<file path="config.mk">
export PLATFORM = sky130hd
export DESIGN_NAME = control_sequencer_flat
export DESIGN_NICKNAME = d
export VERILOG_FILES = /design/src/rtl/cpu_pkg.sv /design/src/rtl/control_sequencer_if.sv /design/src/rtl/control_sequencer_wait_timer.sv /design/src/rtl/control_sequencer.sv /design/src/flat_wrapper.sv
export SDC_FILE = /design/constraint.sdc
export NUM_CORES = 1
export LEC_CHECK = 0
export ABC_CLOCK_PERIOD_IN_PS = 1970
export CAP_MARGIN = 5
export CELL_PAD_IN_SITES_DETAIL_PLACEMENT = 0
export CELL_PAD_IN_SITES_GLOBAL_PLACEMENT = 1
export CORE_ASPECT_RATIO = 1.2
export CORE_MARGIN = 5
export CORE_UTILIZATION = 31
export DETAILED_ROUTE_END_ITERATION = 7
export PLACE_DENSITY_LB_ADDON = 0.2
export SLEW_MARGIN = 20
export SYNTH_ARGS = -nofsm -noshare
export SYNTH_HDL_FRONTEND = slang
export SYNTH_SLANG_ARGS = --single-unit
</file>
<file path="constraint.sdc">
create_clock -name clk -period 1.97 [get_ports clk]
set_input_delay 0.394 -clock clk [delete_from_list [all_inputs] [get_ports clk]]
set_output_delay 0.394 -clock clk [all_outputs]
set_load 0.02 [all_outputs]
</file>
<file path="src/rtl/cpu_pkg.sv">
// cpu_pkg: control-state encodings and ALU flag layout shared by the control
// sequencer and the combinational next-state logic.
//   state constants : S_IDLE, S_DECODE, S_FETCH and the flag-producing states
//   flag indices    : FLAG_N/P/Z/C bit positions inside the 4-bit flag word
//   helpers         : is_flag_state() and hold-cause decode
package cpu_pkg;

   typedef logic [7:0] state_t;

   localparam state_t S_IDLE   = 8'h00;
   localparam state_t S_DECODE = 8'h01;
   localparam state_t S_FETCH  = 8'h0F;
   localparam state_t S_SUB2   = 8'h08;
   localparam state_t S_ADD2   = 8'h0B;
   localparam state_t S_XOR2   = 8'h0E;
   localparam state_t S_CPU1   = 8'h27;

   localparam int unsigned FLAG_N = 3;
   localparam int unsigned FLAG_P = 2;
   localparam int unsigned FLAG_Z = 1;
   localparam int unsigned FLAG_C = 0;

   typedef struct packed {
      logic n;
      logic p;
      logic z;
      logic c;
   } flags_t;

   // Why the sequencer is not committing next_state this cycle.
   typedef enum logic [1:0] {
      HoldNone,
      HoldHalt,
      HoldFetch
   } hold_e;

   // States whose exit edge captures the ALU flags.
   function automatic logic is_flag_state(input state_t s);
      return (s == S_ADD2) || (s == S_SUB2) || (s == S_XOR2) || (s == S_CPU1);
   endfunction

endpackage

</file>
<file path="src/rtl/control_sequencer_if.sv">
// control_sequencer_if: bundle between the control sequencer and the
// datapath / next-state logic.
//   master : the sequencer (drives state, instr, status_reg, halted,
//            retired, mem_timeout; receives run, next_state, memory and ALU
//            inputs)
//   slave  : the datapath / next-state side, mirror of master
interface control_sequencer_if;
   import cpu_pkg::*;

   logic        run;
   state_t      next_state;
   logic [15:0] mem_rdata;
   logic        mem_ready;
   logic [3:0]  alu_flags;

   state_t      state;
   logic [15:0] instr;
   logic [3:0]  status_reg;
   logic        halted;
   logic [15:0] retired;
   logic        mem_timeout;

   modport master (
      input  run, next_state, mem_rdata, mem_ready, alu_flags,
      output state, instr, status_reg, halted, retired, mem_timeout
   );

   modport slave (
      output run, next_state, mem_rdata, mem_ready, alu_flags,
      input  state, instr, status_reg, halted, retired, mem_timeout
   );

endinterface

</file>
<file path="src/rtl/control_sequencer_wait_timer.sv">
// wait_timer: saturating 16-bit fetch-wait counter.
//   clk, reset : rising-edge clock, synchronous active-high reset
//   clear      : force the count to zero (has priority over inc)
//   inc        : add one this cycle, saturating at 16'hFFFF
//   reached    : the count being written this edge is >= WAIT_MAX, so a
//                sticky flag registered from it rises on the same edge the
//                count gets there
module wait_timer #(
   parameter int unsigned WAIT_MAX = 255
) (
   input  logic clk,
   input  logic reset,
   input  logic clear,
   input  logic inc,
   output logic reached
);

   logic [15:0] count_q;
   logic [15:0] count_d;

   always_comb begin
      count_d = count_q;
      if (clear) begin
         count_d = 16'h0000;
      end else if (inc && (count_q != 16'hFFFF)) begin
         count_d = count_q + 16'h0001;
      end
   end

   assign reached = ({16'h0000, count_d} >= WAIT_MAX);

   always_ff @(posedge clk) begin
      if (reset) begin
         count_q <= 16'h0000;
      end else begin
         count_q <= count_d;
      end
   end

endmodule

</file>
<file path="src/rtl/control_sequencer.sv">
// control_sequencer: sequential half of the CPU control unit.
//   clk, reset : rising-edge clock, synchronous active-high reset
//   bus        : control_sequencer_if.master
//                in : run, next_state, mem_rdata, mem_ready, alu_flags
//                out: state, instr, status_reg, halted, retired, mem_timeout
// Commits next_state each cycle unless parked in idle (run low) or waiting
// on memory in fetch; latches the instruction word and ALU flags, counts
// retired instructions and flags an over-long fetch wait.
module control_sequencer
   import cpu_pkg::*;
#(
   parameter int unsigned WAIT_MAX = 255
) (
   input  logic                       clk,
   input  logic                       reset,
   control_sequencer_if.master        bus
);

   state_t      state_q;
   logic [15:0] instr_q;
   flags_t      status_q;
   logic        halted_q;
   logic [15:0] retired_q;
   logic        mem_timeout_q;

   hold_e       hold;
   logic        advance;
   logic        fetch_wait;
   logic        fetch_take;
   logic        halt_cond;
   logic        retire;
   logic        wait_reached;

   always_comb begin
      hold = HoldNone;
      if ((state_q == S_IDLE) && !bus.run) begin
         hold = HoldHalt;
      end else if ((state_q == S_FETCH) && !bus.mem_ready) begin
         hold = HoldFetch;
      end
   end

   assign advance    = (hold == HoldNone);
   assign halt_cond  = (hold == HoldHalt);
   assign fetch_wait = (hold == HoldFetch);
   assign fetch_take = (state_q == S_FETCH) && bus.mem_ready;
   // An instruction retires on the edge that returns control to idle.
   assign retire     = advance && (state_q != S_IDLE) && (bus.next_state == S_IDLE);

   wait_timer #(
      .WAIT_MAX (WAIT_MAX)
   ) u_wait_timer (
      .clk     (clk),
      .reset   (reset),
      .clear   (!fetch_wait),
      .inc     (fetch_wait),
      .reached (wait_reached)
   );

   always_ff @(posedge clk) begin
      if (reset) begin
         state_q       <= S_IDLE;
         instr_q       <= 16'h0000;
         status_q      <= '0;
         halted_q      <= 1'b1;
         retired_q     <= 16'h0000;
         mem_timeout_q <= 1'b0;
      end else begin
         if (advance) begin
            // No legality check: unknown encodings fall back to idle through
            // the next-state logic's default arm.
            state_q <= bus.next_state;
         end
         if (fetch_take) begin
            instr_q <= bus.mem_rdata;
         end
         if (is_flag_state(state_q)) begin
            status_q <= flags_t'(bus.alu_flags);
         end
         if (retire) begin
            retired_q <= retired_q + 16'h0001;
         end
         halted_q      <= halt_cond;
         // Sticky; the fetch itself keeps waiting for mem_ready.
         mem_timeout_q <= mem_timeout_q | wait_reached;
      end
   end

   assign bus.state       = state_q;
   assign bus.instr       = instr_q;
   assign bus.status_reg  = status_q;
   assign bus.halted      = halted_q;
   assign bus.retired     = retired_q;
   assign bus.mem_timeout = mem_timeout_q;

endmodule

</file>
<file path="src/flat_wrapper.sv">
// flat-port wrapper written by rule: the top's interface ports become plain ports
module control_sequencer_flat import cpu_pkg::*;
#(
   parameter int unsigned WAIT_MAX = 255
)
  (clk, reset, bus_run, bus_next_state, bus_mem_rdata, bus_mem_ready, bus_alu_flags, bus_state, bus_instr, bus_status_reg, bus_halted, bus_retired, bus_mem_timeout);
  control_sequencer_if bus_i ();
  input  logic clk;
  input  logic reset;
  input wire logic [$bits(bus_i.run)-1:0] bus_run;
  input wire logic [$bits(bus_i.next_state)-1:0] bus_next_state;
  input wire logic [$bits(bus_i.mem_rdata)-1:0] bus_mem_rdata;
  input wire logic [$bits(bus_i.mem_ready)-1:0] bus_mem_ready;
  input wire logic [$bits(bus_i.alu_flags)-1:0] bus_alu_flags;
  output wire logic [$bits(bus_i.state)-1:0] bus_state;
  output wire logic [$bits(bus_i.instr)-1:0] bus_instr;
  output wire logic [$bits(bus_i.status_reg)-1:0] bus_status_reg;
  output wire logic [$bits(bus_i.halted)-1:0] bus_halted;
  output wire logic [$bits(bus_i.retired)-1:0] bus_retired;
  output wire logic [$bits(bus_i.mem_timeout)-1:0] bus_mem_timeout;
  assign bus_i.run = bus_run;
  assign bus_i.next_state = bus_next_state;
  assign bus_i.mem_rdata = bus_mem_rdata;
  assign bus_i.mem_ready = bus_mem_ready;
  assign bus_i.alu_flags = bus_alu_flags;
  assign bus_state = bus_i.state;
  assign bus_instr = bus_i.instr;
  assign bus_status_reg = bus_i.status_reg;
  assign bus_halted = bus_i.halted;
  assign bus_retired = bus_i.retired;
  assign bus_mem_timeout = bus_i.mem_timeout;
  control_sequencer #(.WAIT_MAX(WAIT_MAX)) u_core (.clk(clk), .reset(reset), .bus(bus_i));
endmodule
</file>
==> results by group, run 1 <==
Worst hold path
  • Hold path endpoint: u_core.bus.instr[1]$_SDFFE_PP0P_
  • Hold Crit Class: register to register
  • Hold_sp: u_core.bus.instr[1]$_SDFFE_PP0P_
  • Hold-critical path depth: 2

Floorplan
  • Die H: around 110 um
  • Die W: slightly below 100 um
  • Core Footprint: about 8700 um^2
  • Rows: 37
  • Initial Util: 31.9%
  • Ports: 78
  • Die area: about 11000 um^2

Detailed routing
  • Vias: 2555
  • Via density: roughly 4.5
  • Antenna-violating nets left: 0
  • Pre-antenna DRT Iters: 4
  • Initial drt markers: between 100 and 150
  • Number of remaining DRC errors: 0
  • Post-Route WL: between 7 and 8 mm
  • Drt wl/cell: 12.6 um

Global route
  • GRT overflow: 0
  • Vias in the first global route: 2663
  • Initial antenna violation count: 0
  • Largest net degree at the start of global routing: 24
  • All-Layer GR Usage: between 10 and 15%
  • First-pass GRT wire length: 12.2 mm

STA
  • Hold Vio Cnt, Final: 0
  • Worst slew pin tran: a little over 0.3 ns
  • Setup violations, final: 0
  • Tmin final: between 1.5 and 2 ns
  • Clk_skew: around 0.0075 ns
  • Final Worst Setup Slack: 0.104 ns
  • Relative max-transition margin: 79.5%
  • Max Clk Rate: approximately 0.54 GHz
  • Crit share post-route: between 90% and 100%
  • Max Slew Vio Count: 0
  • Worst Hold Slack: between 0.4 and 0.5 ns
  • RSZ-0062 raised after global routing: false

Finish
  • Layout cells sized above 1: a little under 20%
  • Synthesis-to-layout area growth: 53.4%
  • Fillers: 870
  • Layout Nets: 480
  • Final instance area: roughly 4200 um^2
  • Final Non-Filler Cells: 567
  • Ant diodes: 0

Place
  • DP HPWL: ~5.5 mm
  • Dpl ws: -0.342 ns
  • Final Wtd Congestion: about 0.74
  • Dpl cell area: 3980 um^2
  • DP Cell Count: 548
  • Port Buf Inserts: between 70 and 80

Yosys
  • Synth top area share: ~45%
  • Synthesized cell area: ~2800 um^2
  • Unique masters post-synth: between 40 and 50
  • Leading area contributor after synthesis: dfxtp_1
  • Avg Inst Size Synth: approximately 8.7 um^2
  • Sequential cell area fraction in the yosys report: between 40% and 50%
  • Post-synth EDFFs: 0
  • Primary FF master, synth: dfxtp_1
  • Syn Nets: between 300 and 400
  • Most frequent cell after synthesis: dfxtp_1
  • Yosys warnings: 0
  • Number of synthesized register bits: 62
  • Ranking of synthesized cells by area: dfxtp_1, nand2_1, nor2_1, xor2_1, a21oi_1
  • Cells after synthesis: ~320
  • Ys async rst share: 0%
  • Synth cell count leaders: dfxtp_1, nand2_1, nor2_1, a21oi_1, xor2_1

Worst setup path
  • Setup crit end kind: register
  • Crit Path Max Fanout: 6
  • R2r setup slk: approximately 0.10 ns
  • Worst endpoint required time: between 2 and 2.5 ns
  • Reg-to-reg critical path endpoint: u_core.bus.status_reg[3]$_SDFFE_PP0P_
  • Worst setup SP type: register
  • Critical path class: register to register
  • Path depth of the worst reg2reg path: 7
  • Reg-to-reg startpoint: u_core.bus.state[5]$_SDFFE_PP0N_
  • CP arrival: 2.08 ns

CTS
  • CTS clk-pin slew, worst paths: 0.07 ns
  • CTS buffer count: 9
  • H-tree Lvls: 3
  • Clk_lat worst skew: between 0.3 and 0.4 ns
  • Hold_buf cts: 0
  • CTS sink cnt: 62
  • Max clock buf depth: 2
  • CTS tree: done
  • CTS root buf: clkbuf_8

Power
  • Leak: approximately 1.6 nW
  • Final Power: roughly 0.0025 W
  • IR drop worst, VDD: around 0.24 mV
  • Power density cells: just under 600 nW/um^2

Run
  • Max_cap viols: 0

Status
  • Run status: finished, final reports clean
## placed cells by master (no fill, tap or decap), drive strengths merged, types with 2 or more instances in the layout
master and instances:
clkdlybuf4s50 77, a21oi 23, dfxtp 62, or4 2
nand4 13, mux2i 7, clkbuf 12, nor3 4
nand2 55, inv 7, and3 5, xor2 19
ha 2, nand3b 2, nor2b 2, or2 2
nor4 5, o211ai 2, nand4b 2, o21ai 5
a2111oi 3, and2 7, buf 49, nor2 46
and4 4, clkinv 2, nand2b 2, xnor2 12
nand3 8
## per-layer routing
metal  track usage (%)  routed length (um)
met1              17.3                3100
met2              23.3                3660
met3              4.22                 337
met4              4.55                  70
met5                 0                   0
## metrics by stage
| stage | TNS (ns) | utilization (%) |
|---|---|---|
| after floorplan | 0 | - |
| after global placement | -2.74 | 45.9 |
| after detailed placement | -3.95 | 45.9 |
| after CTS | 0 | 47.9 |
| after global routing | 0 | 48.9 |
| final | 0 | 48.9 |
## worst max-delay path: stages, from the launching register on
cell       delay (ns)
dfxtp_2          0.36
or3b_1           0.38
a21boi_2         0.16
o21ai_2          0.08
a2111oi_4        0.34
buf_4            0.20
mux2i_1          0.19
nor2_1           0.05
## area by class of cell
class	count	area, um^2	share of cell area (%)
multi-input cells	240	1510	35.6
flip-flops and latches	62	1250	29.5
repair buffers	126	1140	26.9
well taps	117	146	3.46
clock buffers	12	145	3.43
inverters	7	26.3	0.620
clock inverters	3	21.3	0.502
## timing repair
action	in CTS	in global routing
setup buffers	0	4
resized for setup	2	17
setup endpoints to repair	1	19
pin swaps	1	6
## power breakdown
group / total (W) / internal [W] / switching (W)
Clock: 0.000958 / 0.000485 / 0.000474
Combinational: 0.000216 / 0.000126 / 0.0000902
Sequential: 0.00128 / 0.00127 / 0.0000147
## logic make-up after synthesis
| logic type | share of synthesized area, % |
|---|---|
| compound gates | 10.1 |
| simple gates | 29.1 |
| mux | 2.54 |
| buf+inv | 2.49 |
| flops | 44.9 |
| xor+xnor | 9.83 |
| fa+ha+maj | 0.906 |
## how the worst max path moves through the flow
stage	to	slack, ns	cells after the start	from
global placement	u_core.bus.retired[13]$_SDFFE_PP0P_	-0.28	8	bus_next_state[0]
global route	u_core.bus.mem_timeout$_SDFF_PP0_	0.0009	6	u_core.u_wait_timer.count_q[5]$_SDFF_PP0_
floorplan	u_core.bus.mem_timeout$_SDFF_PP0_	0.02	7	u_core.u_wait_timer.count_q[13]$_SDFF_PP0_
CTS	u_core.bus.mem_timeout$_SDFF_PP0_	0.008	7	u_core.u_wait_timer.count_q[0]$_SDFF_PP0_
detailed placement	u_core.bus.retired[13]$_SDFFE_PP0P_	-0.34	8	bus_next_state[0]
finish	u_core.bus.status_reg[3]$_SDFFE_PP0P_	0.10	7	u_core.bus.state[5]$_SDFFE_PP0N_
Note: power is estimated with default switching activity, not from simulation.
==> run 2: changes to the inputs <==
--- a/config.mk
+++ b/config.mk
@@ -11,7 +11,8 @@
 export CELL_PAD_IN_SITES_GLOBAL_PLACEMENT = 1
 export CORE_ASPECT_RATIO = 1.2
 export CORE_MARGIN = 5
-export CORE_UTILIZATION = 31
+export CORE_UTILIZATION = 33
+export CTS_BUF_LIST = sky130_fd_sc_hd__clkbuf_2
 export DETAILED_ROUTE_END_ITERATION = 7
 export PLACE_DENSITY_LB_ADDON = 0.2
 export SLEW_MARGIN = 20
==> results by group, run 2 (synthesis gave the netlist of run 1 again) <==
Detailed routing
  • Post-Route WL: 7.32 mm (+2.0%)
  • Number of remaining DRC errors: 0 (unchanged)
  • Via density: 4.63 (+2.7%)
  • Pre-antenna DRT Iters: 4 (unchanged)
  • Vias: 2596 (+1.6%)
  • Initial drt markers: 93 (-17%)
  • Drt wl/cell: 13.0 um (+3.1%)
  • Antenna-violating nets left: 0 (unchanged)

Status
  • Run status: finished, final reports clean

Global route
  • Largest net degree at the start of global routing: 39 (+63%)
  • Vias in the first global route: 2640 (-0.86%)
  • GRT overflow: 0 (unchanged)
  • Initial antenna violation count: 0 (unchanged)
  • First-pass GRT wire length: 12.3 mm (+0.62%)
  • Met2 usage: 26.3% (+3.0 points)
  • M1 GR Usage: 17.7% (+0.43 points)
  • All-Layer GR Usage: 15.1% (+1.0 points)
  • Met3 Use GR: 3.53% (-0.69 points)
  • Busiest layer in global routing: met2

STA
  • Max Slew Vio Count: 0 (unchanged)
  • Tmin final: 1.88 ns (+0.0130 ns)
  • Setup violations, final: 0 (unchanged)
  • Worst slew pin tran: 0.423 ns (+0.119 ns)
  • Hold Vio Cnt, Final: 0 (unchanged)
  • Worst Hold Slack: 0.435 ns (-0.0176 ns)
  • Max Clk Rate: 0.532 GHz (-0.69%)
  • Clk_skew: 0.0253 ns (+0.0178 ns)
  • Relative max-transition margin: 71.8% (-7.7 points)
  • Crit share post-route: 95.4% (+0.66 points)
  • RSZ-0062 raised after global routing: true
  • Final Worst Setup Slack: 0.0912 ns (-0.0130 ns)

Worst setup path
  • Worst endpoint required time: 2.35 ns (+0.16 ns)
  • Crit Path Max Fanout: 4 (-2)
  • Worst setup SP type: register
  • Setup crit end kind: register
  • CP arrival: 2.25 ns (+0.17 ns)
  • R2r setup slk: 0.09 ns (about the same)
  • Critical path class: register to register

CTS
  • CTS tree: done
  • CTS buffer count: 9 (unchanged)
  • Max clock buf depth: 2 (unchanged)
  • CTS root buf: clkbuf_2
  • Hold_buf cts: 0 (unchanged)
  • CTS sink cnt: 62 (unchanged)
  • Clk_lat worst skew: 0.47 ns (+0.14 ns)
  • CTS clk-pin slew, worst paths: 0.19 ns (+0.12 ns)
  • H-tree Lvls: 3 (unchanged)

Finish
  • Fillers: 802 (-7.8%)
  • Ant diodes: 0 (unchanged)
  • Synthesis-to-layout area growth: 51.2%
  • Most frequent cells in the layout: nand2_1, dfxtp_1, nor2_1, clkdlybuf4s50_1, buf_4
  • Layout cells sized above 1: 18.8% (-0.54 points)
  • Layout Nets: 477 (-0.63%)

Worst hold path
  • Hold Crit Class: primary input to register

Place
  • Port Buf Inserts: 77 (unchanged)
  • Final Wtd Congestion: 0.822 (+11%)
  • Dpl ws: -0.263 ns (+0.0781 ns)
  • DP HPWL: 5.54 mm (+1.5%)

Floorplan
  • Die H: 110 um (-2.8%)
  • Initial Util: 33.9% (+2.0 points)
  • Core Footprint: 8150 um^2 (-5.8%)
  • Die area: 10300 um^2 (-5.5%)
  • Die W: 93.5 um (-2.8%)
  • Rows: 36 (-2.7%)
  • Ports: 78 (unchanged)

Power
  • Leak: 1.85 nW (+19%)
  • Power density cells: 566 nW/um^2 (-2.4%)
  • IR drop worst, VDD: 0.269 mV (+11%)

Run
  • Max_cap viols: 0 (unchanged)
-- run 2: repair_timing --
item	CTS	global route
hold endpoints to repair	0	0
pin swaps	0	6
setup buffers	0	1
endpoints found under the setup margin	22	14
gates resized for setup	24	22
-- run 2: path summary, 6_finish.rpt --
kind | start | to | depth (start not counted)
max | u_core.u_wait_timer.count_q[0]$_SDFF_PP0_ | u_core.bus.mem_timeout$_SDFF_PP0_ | 7
min reg2reg | u_core.bus.instr[8]$_SDFFE_PP0P_ | u_core.bus.instr[8]$_SDFFE_PP0P_ | 2
max reg2reg | u_core.u_wait_timer.count_q[0]$_SDFF_PP0_ | u_core.bus.mem_timeout$_SDFF_PP0_ | 7
min | bus_mem_rdata[4] | u_core.bus.instr[4]$_SDFFE_PP0P_ | 3
-- run 2: where the power goes --
| group | internal (W) | total (W) | switching [W] |
|---|---|---|---|
| clock | 0.000414 | 0.000876 | 0.000462 |
| sequential | 0.00127 | 0.00129 | 0.0000150 |
| combinational | 0.000114 | 0.000202 | 0.0000880 |
| total | 0.00180 | 0.00236 | 0.000565 |
-- run 2: routing by layer --
layer | share of wire (%) | wire length, um
met2 | 51 | 3720
met1 | 44 | 3200
met3 | 3.6 | 264
met4 | 1.8 | 131
met5 | 0 | 0
-- run 2: layout make-up --
class	count	area [um^2]	share of cell area, %
clock buffers	9	45.0	1.08
clock inverters	6	87.6	2.10
inverters	7	26.3	0.629
multi-input cells	240	1490	35.6
flip-flops and latches	62	1250	29.9
well taps	114	143	3.42
repair buffers	123	1140	27.2
-- run 2: worst max-delay path, stage by stage, from the launching register on --
cell     delay [ns]
dfxtp_2        0.39
ha_4           0.13
nand4_1        0.21
nor2_2         0.24
nand4_1        0.14
xor2_1         0.23
a31oi_1        0.11
or3_1          0.34
-- run 2: stage by stage --
| step | instances | utilization, % | cell area [um^2] | setup TNS (ns) | power (W) |
|---|---|---|---|---|---|
| 3_3_place_gp | 545 | 48.9 | 3990 | -1.82 | 0.00152 |
| 2_1_floorplan | 319 | - | 2760 | 0 | 0.00139 |
| 6_report | 561 | 51.2 | 4170 | 0 | 0.00236 |
| 5_1_grt | 561 | 51.2 | 4170 | -0.0796 | 0.00248 |
| 4_1_cts | 560 | 50.4 | 4110 | 0 | 0.00241 |
| 3_5_place_dp | 545 | 48.9 | 3990 | -1.84 | 0.00152 |
==> run 3: changes to the inputs <==
--- a/config.mk
+++ b/config.mk
@@ -14,7 +14,7 @@
 export CORE_UTILIZATION = 33
 export CTS_BUF_LIST = sky130_fd_sc_hd__clkbuf_2
 export DETAILED_ROUTE_END_ITERATION = 7
-export PLACE_DENSITY_LB_ADDON = 0.2
+export PLACE_DENSITY_LB_ADDON = 0.1
 export SLEW_MARGIN = 20
 export SYNTH_ARGS = -nofsm -noshare
 export SYNTH_HDL_FRONTEND = slang
==> results by group, run 3 (synthesis gave the netlist of run 1 again) <==
Power
  • Net Sw Frac: 27.4% (+3.5 points)
  • Power density cells: 513 nW/um^2 (-9.4%)
  • Pint: 0.00155 W (-14%)
  • P_sw: 0.000587 W (+4.0%)
  • IR drop worst, VDD: 0.259 mV (-3.7%)
  • Clk pwr share: 30.3% (-6.8 points)
  • Leak: 1.74 nW (-6.1%)
  • Sequential Power Share: 60.0% (+5.6 points)
  • Final Power: 0.00214 W (-9.4%)
  • Combinational power share: 9.7% (+1.1 points)

Global route
  • Vias in the first global route: 2673 (+1.3%)
  • Initial antenna violation count: 0 (unchanged)
  • All-Layer GR Usage: 15.7% (+0.64 points)
  • Largest net degree at the start of global routing: 27 (-31%)
  • First-pass GRT wire length: 12.8 mm (+4.8%)
  • GRT overflow: 0 (unchanged)

CTS
  • CTS tree: done
  • Max clock buf depth: 2 (unchanged)
  • CTS clk-pin slew, worst paths: 0.19 ns (about the same)
  • CTS buffer count: 9 (unchanged)
  • CTS sink cnt: 62 (unchanged)
  • Clk_lat worst skew: 0.48 ns (about the same)
  • H-tree Lvls: 3 (unchanged)
  • CTS root buf: clkbuf_2

Detailed routing
  • Antenna-violating nets left: 0 (unchanged)
  • Pre-antenna DRT Iters: 4 (unchanged)
  • Post-Route WL: 7.73 mm (+5.6%)
  • Via density: 4.61 (-0.36%)
  • Drt wl/cell: 13.6 um (+4.3%)
  • Number of remaining DRC errors: 0 (unchanged)
  • Initial drt markers: 92 (-1.1%)
  • Vias: 2619 (+0.89%)

Finish
  • Final core utilization: 51.2% (about the same)
  • Synthesis-to-layout area growth: 51.2% (about the same)
  • Most frequent cells in the layout: nand2_1, dfxtp_1, clkdlybuf4s50_1, buf_4, nor2_1
  • Ant diodes: 0 (unchanged)
  • Layout cells sized above 1: 21.1% (+2.4 points)
  • Layout Nets: 483 (+1.3%)
  • Commonest non-fill, non-tap cell in the layout: nand2_1

STA
  • Relative max-transition margin: 75.7% (+4.0 points)
  • Clk_skew: 0.0274 ns (+0.00217 ns)
  • Final setup TNS: 0 ns (unchanged)
  • Hold Vio Cnt, Final: 0 (unchanged)
  • Tmin final: 1.89 ns (+0.00752 ns)
  • Setup violations, final: 0 (unchanged)
  • Max Clk Rate: 0.530 GHz (-0.40%)
  • Worst slew pin tran: 0.363 ns (-0.0604 ns)
  • RSZ-0062 raised after global routing: true
  • Max Slew Vio Count: 0 (unchanged)
  • Crit share post-route: 95.8% (+0.38 points)

Floorplan
  • Ports: 78 (unchanged)
  • Core Footprint: 8150 um^2 (unchanged)
  • Die W: 93.5 um (unchanged)
  • Die H: 110 um (unchanged)
  • Die area: 10300 um^2 (unchanged)
  • Initial Util: 33.9% (unchanged)
  • Rows: 36 (unchanged)

Worst setup path
  • Crit Path Max Fanout: 3 (-1)
  • Max incr delay on CP: 0.37 ns (-0.02 ns)
  • Critical path's top delay family: simple AND/OR/NAND/NOR gates
  • R2r setup slk: 0.08 ns (about the same)
  • Reg-to-reg startpoint: u_core.u_wait_timer.count_q[15]$_SDFF_PP0_
  • CP arrival: 2.27 ns (+0.02 ns)
  • Setup crit end kind: register
  • Worst path slowest cell: dfxtp_2
  • Cell Chain, Critical Path: nand4_2 -> or2_2 -> o211ai_1 -> buf_4 -> mux2i_2 -> a22oi_1 -> or3_1
  • Worst endpoint required time: 2.36 ns (about the same)
  • Crit path buf inv count: 1 (+1)
  • Critical path class: register to register
  • Path depth of the worst reg2reg path: 7 (unchanged)
  • Worst setup SP type: register
  • Reg-to-reg critical path endpoint: u_core.bus.mem_timeout$_SDFF_PP0_

Status
  • Run status: finished, final reports clean

Worst hold path
  • Hold Crit Class: primary input to register
  • Hold path endpoint: u_core.bus.instr[6]$_SDFFE_PP0P_
  • Hold-critical path depth: 3 (unchanged)
  • Hold_sp: bus_mem_rdata[6]

Place
  • Port Buf Inserts: 77 (unchanged)
  • Final Wtd Congestion: 0.760 (-7.6%)
  • DP HPWL: 5.77 mm (+4.1%)

Run
  • Max_cap viols: 0 (unchanged)
## run 3: cell count changes in the layout (fill, tap and decap cells not counted), sizes merged
cell	before	now
clkinvlp	0	1
buf	46	52
clkinv	4	5
dlymetal6s2s	13	7
clkdlybuf4s50	45	51
clkbuf	9	10
bufinv	2	0
## run 3: repair_timing
action | in CTS | in global routing
pin swaps | 2 | 7
resized for setup | 24 | 21
hold buffers | 0 | 0
endpoints found under the setup margin | 21 | 9
hold endpoints to repair | 0 | 0
setup buffers | 2 | 1
## run 3: layer usage
metal  vias to the layer above  share of wire, %  global-route usage, %  wire length (um)
met3                         6               3.1                   4.01               236
met4                         0              0.71                   5.03                55
met5                         -                 0                      0                 0
li1                       1348                 -                      -                 -
met2                        36                53                   27.7              4080
met1                      1229                43                   18.6              3350
## run 3: per-stage QoR
step	std cells	area (um^2)	setup slack (ns)	hold WS (ns)
global route	568	4180	-0.0306	0.388
CTS	567	4120	0.00920	0.387
detailed placement	549	4020	-0.268	0.448
global placement	549	4020	-0.251	0.441
finish	568	4180	0.0837	0.444
floorplan	319	2760	0.0153	0.492
## run 3: worst max-delay path by stage
| stage | endpoint | startpoint | cells past startpoint | slack [ns] |
|---|---|---|---|---|
| after CTS | bus_retired[10] | u_core.bus.retired[10]$_SDFFE_PP0P_ | 1 | 0.009 |
| final | u_core.bus.mem_timeout$_SDFF_PP0_ | u_core.u_wait_timer.count_q[15]$_SDFF_PP0_ | 7 | 0.08 |
| after global routing | u_core.bus.mem_timeout$_SDFF_PP0_ | u_core.u_wait_timer.count_q[1]$_SDFF_PP0_ | 7 | -0.03 |
| after floorplan | u_core.bus.mem_timeout$_SDFF_PP0_ | u_core.u_wait_timer.count_q[13]$_SDFF_PP0_ | 7 | 0.02 |
| after detailed placement | u_core.bus.retired[15]$_SDFFE_PP0P_ | bus_next_state[0] | 8 | -0.27 |
| after global placement | u_core.bus.retired[15]$_SDFFE_PP0P_ | bus_next_state[1] | 8 | -0.25 |
## run 3: power by group through the flow
stage / clock network [W] / logic (W) / registers (W)
floorplan: 0 / 0.0000543 / 0.00133
global placement: 0 / 0.000211 / 0.00131
detailed placement: 0 / 0.000211 / 0.00131
CTS: 0.000691 / 0.000209 / 0.00129
global route: 0.000751 / 0.000222 / 0.00129
finish: 0.000649 / 0.000207 / 0.00129
## run 3: worst register-to-register path: stages (launching register included)
cell and delay (ns):
dfxtp_2 0.37, nand4_2 0.13, or2_2 0.32, o211ai_1 0.16, buf_4 0.15, mux2i_2 0.21, a22oi_1 0.09, or3_1 0.37
## run 3: area by class of cell
cell class / instances / area [um^2]
fillers: 811 / 3980
multi-input cells: 240 / 1500
flip-flops and latches: 62 / 1250
repair buffers: 129 / 1170
well taps: 114 / 143
clock buffers: 10 / 50.0
clock inverters: 6 / 38.8
inverters: 7 / 26.3
